`config.mk`:
```
export PLATFORM = sky130hd
export DESIGN_NAME = mod_up_down_counter
export DESIGN_NICKNAME = d
export VERILOG_FILES = /design/src/rtl/mod_up_down_counter_pkg.sv /design/src/rtl/mod_up_down_counter_step_prescaler.sv /design/src/rtl/mod_up_down_counter.sv
export SDC_FILE = /design/constraint.sdc
export NUM_CORES = 1
export LEC_CHECK = 0
export ABC_AREA = 1
export BUFFER_PORTS_ARGS = -buffer_cell sky130_fd_sc_hd__buf_2
export CAP_MARGIN = 20
export CORE_UTILIZATION = 45
export CTS_BUF_LIST = sky130_fd_sc_hd__clkbuf_8
export DETAILED_ROUTE_END_ITERATION = 16
export PLACE_DENSITY = 0.77
export RECOVER_POWER = 100
export SETUP_SLACK_MARGIN = 0.5
export SLEW_MARGIN = 0
export SYNTH_ARGS = -nofsm -noshare
export SYNTH_HDL_FRONTEND = slang
export SYNTH_HIERARCHICAL = 1
export SYNTH_SLANG_ARGS = --single-unit
```
`constraint.sdc`:
```
create_clock -name Clk -period 1.5 [get_ports Clk]
set_input_delay 0.075 -clock Clk [delete_from_list [all_inputs] [get_ports Clk]]
set_output_delay 0.075 -clock Clk [all_outputs]
set_load 0.01 [all_outputs]
```
`src/rtl/mod_up_down_counter_pkg.sv`:
```
// Shared constants for the up/down modulo counter
// and the colour-sequencing logic that drives it.
package mod_up_down_counter_pkg;

  localparam logic [1:0] MODE_WRAP     = 2'b00;
  localparam logic [1:0] MODE_SAT      = 2'b01;
  localparam logic [1:0] MODE_PINGPONG = 2'b10;

endpackage

```
`src/rtl/mod_up_down_counter_step_prescaler.sv`:
```
// Enable-gated prescaler: Tick is high on the
// terminal count while En is high.
module step_prescaler #(
  parameter int PRESCALE = 1
) (
  input  logic Clk,
  input  logic reset,
  input  logic En,
  input  logic Clear,
  output logic Tick
);

  if (PRESCALE == 1) begin : g_bypass
    logic unused;
    assign unused = Clk ^ reset ^ Clear;
    assign Tick   = En;
  end else begin : g_cnt
    localparam int CW = $clog2(PRESCALE);
    localparam logic [CW-1:0] TERM =
      CW'(PRESCALE - 1);

    logic [CW-1:0] cnt_q;
    logic [CW-1:0] cnt_d;

    assign Tick = En && (cnt_q == TERM);

    always_comb begin
      cnt_d = cnt_q;
      if (Clear || Tick) begin
        cnt_d = '0;
      end else if (En) begin
        cnt_d = cnt_q + 1'b1;
      end
    end

    always_ff @(posedge Clk or posedge reset) begin
      if (reset) begin
        cnt_q <= '0;
      end else begin
        cnt_q <= cnt_d;
      end
    end
  end

endmodule

```
`src/rtl/mod_up_down_counter.sv`:
```
// Up/down modulo counter with wrap, saturate and
// ping-pong end behaviour, prescaler and load.
module mod_up_down_counter #(
  parameter int WIDTH       = 3,
  parameter int MODULUS     = 6,
  parameter int PRESCALE    = 1,
  parameter int RESET_VALUE = 0
) (
  input  logic             Clk,
  input  logic             reset,
  input  logic             En,
  input  logic             UpOrDown,
  input  logic [1:0]       Mode,
  input  logic             Load,
  input  logic [WIDTH-1:0] LoadValue,
  output logic [WIDTH-1:0] Count,
  output logic             Step,
  output logic             Wrap,
  output logic             Dir,
  output logic             AtMin,
  output logic             AtMax
);

  import mod_up_down_counter_pkg::*;

  if (MODULUS < 2 || MODULUS > (1 << WIDTH))
  begin : g_bad_modulus
    $error("MODULUS out of range");
  end
  if (RESET_VALUE < 0 || RESET_VALUE >= MODULUS)
  begin : g_bad_reset
    $error("RESET_VALUE must be < MODULUS");
  end
  if (PRESCALE < 1) begin : g_bad_prescale
    $error("PRESCALE must be >= 1");
  end

  localparam logic [WIDTH-1:0] MAX =
    WIDTH'(MODULUS - 1);
  localparam logic [WIDTH-1:0] RST_COUNT =
    WIDTH'(RESET_VALUE);
  localparam logic [WIDTH-1:0] ONE =
    WIDTH'(1);

  logic [WIDTH-1:0] count_q, count_d;
  logic             step_q, step_d;
  logic             wrap_q, wrap_d;
  logic             ppdir_q, ppdir_d;
  logic             tick;
  logic             is_pp, is_sat;
  logic             at_min, at_max;
  logic [WIDTH-1:0] load_val;

  step_prescaler #(
    .PRESCALE (PRESCALE)
  ) u_prescaler (
    .Clk   (Clk),
    .reset (reset),
    .En    (En),
    .Clear (Load),
    .Tick  (tick)
  );

  assign is_pp  = (Mode == MODE_PINGPONG);
  assign is_sat = (Mode == MODE_SAT);
  assign at_min = (count_q == '0);
  assign at_max = (count_q == MAX);
  assign Dir    = is_pp ? ppdir_q : UpOrDown;

  assign load_val =
    (int'(LoadValue) >= MODULUS) ? MAX : LoadValue;

  always_comb begin
    count_d = count_q;
    step_d  = 1'b0;
    wrap_d  = 1'b0;
    ppdir_d = ppdir_q;
    if (Load) begin
      count_d = load_val;
      ppdir_d = UpOrDown;
    end else if (tick) begin
      step_d = 1'b1;
      unique case (1'b1)
        is_pp: begin
          if (ppdir_q && at_max) begin
            count_d = MAX - ONE;
            ppdir_d = 1'b0;
            wrap_d  = 1'b1;
          end else if (!ppdir_q && at_min) begin
            count_d = ONE;
            ppdir_d = 1'b1;
            wrap_d  = 1'b1;
          end else if (ppdir_q) begin
            count_d = count_q + ONE;
          end else begin
            count_d = count_q - ONE;
          end
        end
        is_sat: begin
          if (Dir && !at_max) begin
            count_d = count_q + ONE;
          end else if (!Dir && !at_min) begin
            count_d = count_q - ONE;
          end
        end
        default: begin
          // Mode 2'b11 falls through to wrap.
          if (Dir && at_max) begin
            count_d = '0;
            wrap_d  = 1'b1;
          end else if (!Dir && at_min) begin
            count_d = MAX;
            wrap_d  = 1'b1;
          end else if (Dir) begin
            count_d = count_q + ONE;
          end else begin
            count_d = count_q - ONE;
          end
        end
      endcase
    end
  end

  always_ff @(posedge Clk or posedge reset) begin
    if (reset) begin
      count_q <= RST_COUNT;
      step_q  <= 1'b0;
      wrap_q  <= 1'b0;
      ppdir_q <= 1'b1;
    end else begin
      count_q <= count_d;
      step_q  <= step_d;
      wrap_q  <= wrap_d;
      ppdir_q <= ppdir_d;
    end
  end

  assign Count = count_q;
  assign Step  = step_q;
  assign Wrap  = wrap_q;
  assign AtMin = at_min;
  assign AtMax = at_max;

endmodule

```
After elaboration in Yosys (flattened, before gate mapping)
Index checks and enable logic that the tools add are counted.

cells by class
  add/sub/neg operators = 2
  $lt $le $gt $ge = 1
  eq/ne operators = 4
  muxes and demuxes = 27
  reductions and logical operators = 16

operator list
  kind                 count
  $mux 3               11
  $mux 1               14
  $logic_and 1x1->1    6
  $pmux 3 s2           1
  $logic_not 1->1      4
  $ne 4x2->1 const B   1
  $reduce_bool 2->1    2
  $add 3x1->3 const B  1
  $eq 3x3->1 const B   1
  $ge 3x3->1 const B   1
  $logic_not 3->1      1
  $reduce_and 3->1     1
  $reduce_bool 3->1    1
  $sub 3x1->3 const B  1
  $eq 2x1->1 const B   1
  $eq 2x2->1 const B   1
  $pmux 1 s2           1
  $reduce_and 2->1     1

word-level totals
  flip-flop bits (word level) = 6

Longest topological paths before layout
  depth in word-level cells = 9
  mapped depth = 13
  gate-level depth less buffers = 13

By module
The synthesis kept the hierarchy.

modules (own cells, without submodules)
  module               instances  cells each  area each (um^2)
  mod_up_down_counter  1          104         710.7
  step_prescaler       1          1           7.5

Least setup slack after synthesis
No wires, ideal clock.

  path kind = reg-to-reg
  start point = register count_q[0] (netlist: Count[0])
  end point = register count_q[0] (netlist: Count[0])
  arrival = 1.448 ns
  required time = 1.366 ns
  setup slack = -0.082 ns
  cell stages (with the launch flop) = 12
  clock period less this slack = 1.582 ns
  path through = dfrtp_1 inv_1 ha_1 inv_1 nor2_8 inv_1 nand2_2 nand4_1 o21ai_2 inv_2 nand2_1 o22ai_2

on the way
  cells in the longest elaborated chain, start to end = 7
  elaborated cells on any way between the ends = 25
  those cells by class = add/sub (2); eq/ne (2); mux (11); reduce/logical (10)

RTL lines
  item                                         RTL line                                               text
  from (decl)                                  mod_up_down_counter.sv:45                              logic [WIDTH-1:0] count_q, count_d;
  from (signal assigned)                       mod_up_down_counter.sv:131                             count_q <= count_d;
  $logic_not 3->1 (*)                          mod_up_down_counter.sv:66                              assign at_min = (count_q == '0);
  via AtMin                                    mod_up_down_counter.sv:20                              output logic AtMin,
  $logic_and 1x1->1, on equally long branches  mod_up_down_counter.sv:111, mod_up_down_counter.sv:89
  $mux 3, on equally long branches             mod_up_down_counter.sv:111, mod_up_down_counter.sv:89
  $mux 3, on equally long branches             mod_up_down_counter.sv:108, mod_up_down_counter.sv:85
  $pmux 3 s2                                   mod_up_down_counter.sv:83                              unique case (1'b1)
  $mux 3                                       mod_up_down_counter.sv:81                              end else if (tick) begin
  $mux 3                                       mod_up_down_counter.sv:78                              if (Load) begin

Mark *: on every way through the listed nets, which the timed path passes. The rest lies on a longest branch. The select of a mux whose other input is x is not followed.
A chain may end at the register's enable or synchronous reset.

Final worst setup path
  start point = register count_q[0] (netlist: Count[0])
  end point = register count_q[1] (netlist: Count[1])

on the way
  cells in the longest elaborated chain, start to end = 7
  elaborated cells on any way between the ends = 25
  those cells by class = add/sub (2); eq/ne (2); mux (11); reduce/logical (10)

RTL lines
  item                                       RTL line                                                                           text
  $sub 3x1->3, or another cell as far along  mod_up_down_counter.sv:96, mod_up_down_counter.sv:103, mod_up_down_counter.sv:117
  $mux 3, or another cell as far along       mod_up_down_counter.sv:114                                                         end else if (Dir) begin
  $mux 3, or another cell as far along       mod_up_down_counter.sv:111                                                         end else if (!Dir && at_min) begin
  $mux 3, on equally long branches           mod_up_down_counter.sv:108, mod_up_down_counter.sv:85, mod_up_down_counter.sv:100
  $pmux 3 s2                                 mod_up_down_counter.sv:83
  $mux 3                                     mod_up_down_counter.sv:81
  $mux 3                                     mod_up_down_counter.sv:78

Parallel ways exist; a longest one is shown, timed or not. The select of a mux whose other input is x is not followed.

==> impl_metrics.toml <==
[placed_design]
dp_slack_ns = -0.0667
dp_hpwl_mm = 1.36
portBuffers = 17
place.gp.congestion = 0.910

[sta]
slew_violations = 0
max_clock_freq_mhz = 640
setup_ws_ns = -0.0615
fin_tns_setup_ns = -0.156
worstMarginPinSlew_ns = 0.264
period_share = 1.04
final-setup-viol-count = 3
fin_crit_ns = 1.56
finalHoldViolCount = 0
fin_skew_ns = 0.00725
whs_ns = 0.0993
rsz0062_at_grt = "yes"
slew-limit-headroom = 0.824

[cts]
cts_buffers = 3
clockBufferDepth = 2
root_buffer = "clkbuf_8"
htree_levels = 1
clk_pin_slew_ns = 0.04
clock_latency_ns = 0.23
cts_tree = "done"
clkSinkCount = 6

[floorplanning]
core_area_um2 = 1510
die_w_um = 42.0
start_util = 0.477
fp.dieH_um = 42.0
dieArea_um2 = 1760
ios = 18
rows = 14

[pwr]
total_power_mw = 1.16
p_leak_nw = 0.566
powerDensity_nw_per_um2 = 1030
peakVddDrop_mv = 0.651

[yosys]
avgSynthCellArea_um2 = 6.84
ys_seq_area_frac = 0.211
synthArstFlopShare = 1.00
synth.distinct_cells = 29
synth_fp_nets = 121
syn_inst = 105
yosysWarnings = 6
synth_flop_cell = "dfrtp_1"
syn-cell-area_um2 = 718
synth_seq_cells = 6
synth_edf_count = 0

[global_routing]
grt_pass1_wl_mm = 3.20
grt_pass1_vias = 734
grt_overflow_total = 0
track_usage = 0.239
antenna_found_initial = 0
grt_max_degree = 8

[setup_path]
crit_path_end_kind = "flip-flop"
start_kind = "flip-flop"
startpoint = "Count[0]$_DFFE_PP0P_"
r2r_start = "Count[0]$_DFFE_PP0P_"
reg2reg_depth = 13
cp_max_fo = 4
criticalPathCategory = "reg -> reg"
crit_arrival_ns = 1.72
worstPathRequired_ns = 1.66

[detailed_routing]
drc_errors = 0
totalWireLength_mm = 2.00
ant_nets = 0
vias = 799
drt_iter0_drc = 33
routedWlPerCell_um = 12.9
vias_per_cell = 5.15
firstDrtPassIters = 4

[final_layout]
nFillCells = 103
multi_input_comb_area_um2 = 584
regArea_um2 = 156
diodes = 0
syn_to_final_growth_pct = 57.0
finish.utilization = 0.748
drive_above_1_share = 0.475
final_nets = 156

[min_path]
hold_start = "Load"
min_path_type = "in -> reg"
holdPathStages = 2

[outcome]
violations = "setup timing"
outcome = "finished, violations left"

[flow_run]
maxCapViolations = 0
flip-flops by register name, summed over array words and instances (netlist names):
signal	cells
Wrap	1
ppdir_q	1
Count	3
Step	1
area by class of cell:
cell class	instances	share of cell area
multi-input cells	80	0.518
repair buffers	32	0.218
flip-flops and latches	6	0.139
inverters	17	0.0677
clock buffers	3	0.0366
well taps	16	0.0178
clock inverters	1	0.00333
worst max-delay path: stages, from the launching register on:
cell,delay (ns)
dfrtp_2,0.44
buf_12,0.14
ha_4,0.17
nand2_8,0.08
inv_6,0.05
nand2_4,0.06
nand2_2,0.05
nor2_1,0.10
nand2_1,0.05
nand2_1,0.05
nand2_1,0.04
nand2_1,0.05
nand2_1,0.06
a21oi_2,0.15
per-layer routing:
metal  vias to the layer above  global-route usage  routed length, um
met5                         -                   0                  0
met4                         0               0.116                 28
met3                         4              0.0739                101
met2                        29               0.400               1040
met1                       365               0.273                825
li1                        401                   -                  -
placed cells by master, fill, tap and decap left out, types with 2 or more instances in the layout:
cell type  instances
a21oi_1            2
inv_1             10
buf_2             10
dfrtp_1            3
buf_4             10
o21ai_0            3
ha_1               2
nor2_1            11
nand4_1            2
o21ai_1            3
nand3_1            6
inv_2              4
nand2_1           20
buf_6              7
ha_4               3
nand2_4            3
a21oi_2            2
xor2_2             2
clkbuf_8           3
inv_4              3
clkbuf_1           3
nand2_2            6
metrics by stage:
stage | cells | cell area (um2)
floorplan | 105 | 739
global placement | 140 | 856
detailed placement | 140 | 856
CTS | 152 | 1030
global route | 155 | 1130
finish | 155 | 1130
where the power goes:
| group | total (mW) | switching [mW] | internal [mW] |
|---|---|---|---|
| Sequential | 0.240 | 0.0483 | 0.191 |
| Clock | 0.253 | 0.0764 | 0.176 |
| Combinational | 0.668 | 0.340 | 0.328 |
| Total | 1.16 | 0.465 | 0.695 |
final timing paths:
path                       slack [ns]              endpoint
setup / recovery                -0.06  Count[1]$_DFFE_PP0P_
hold / removal                    0.1        Step$_DFF_PP0_
setup reg to reg                -0.06  Count[1]$_DFFE_PP0P_
hold reg to reg                  0.60   ppdir_q$_DFFE_PP1P_
max in group asynchronous        0.91   ppdir_q$_DFFE_PP1P_
min in group asynchronous        0.32  Count[2]$_DFFE_PP0P_
kinds of logic after synthesis:
family,synth area share
simple gates,0.390
buf+inv,0.118
compound gates,0.139
fa+ha+maj,0.105
flops,0.211
xor+xnor,0.0366
synth_stat cells, types with 2 or more instances:
master   number  area, um2
xor2_1        2       17.5
nor3_1        2       10.0
o21ai_0       5       25.0
a21oi_1       4       20.0
ha_1          6       75.1
inv_2         3       11.3
inv_1        13       48.8
nand2_1      22       82.6
nand4_1       2       12.5
dfrtp_1       5        125
nand3_1       6       30.0
nand2_2       7       43.8
nor2_1       12       45.0
what timing repair did:
action | 4_1_cts | 5_1_grt
pin swaps | 6 | 7
setup buffers | 7 | 3
hold buffers | 1 | 0
endpoints found under the hold margin | 5 | 0
gates resized for setup | 17 | 13
setup endpoints to repair | 9 | 10
Power figures use the tool's default switching activity.
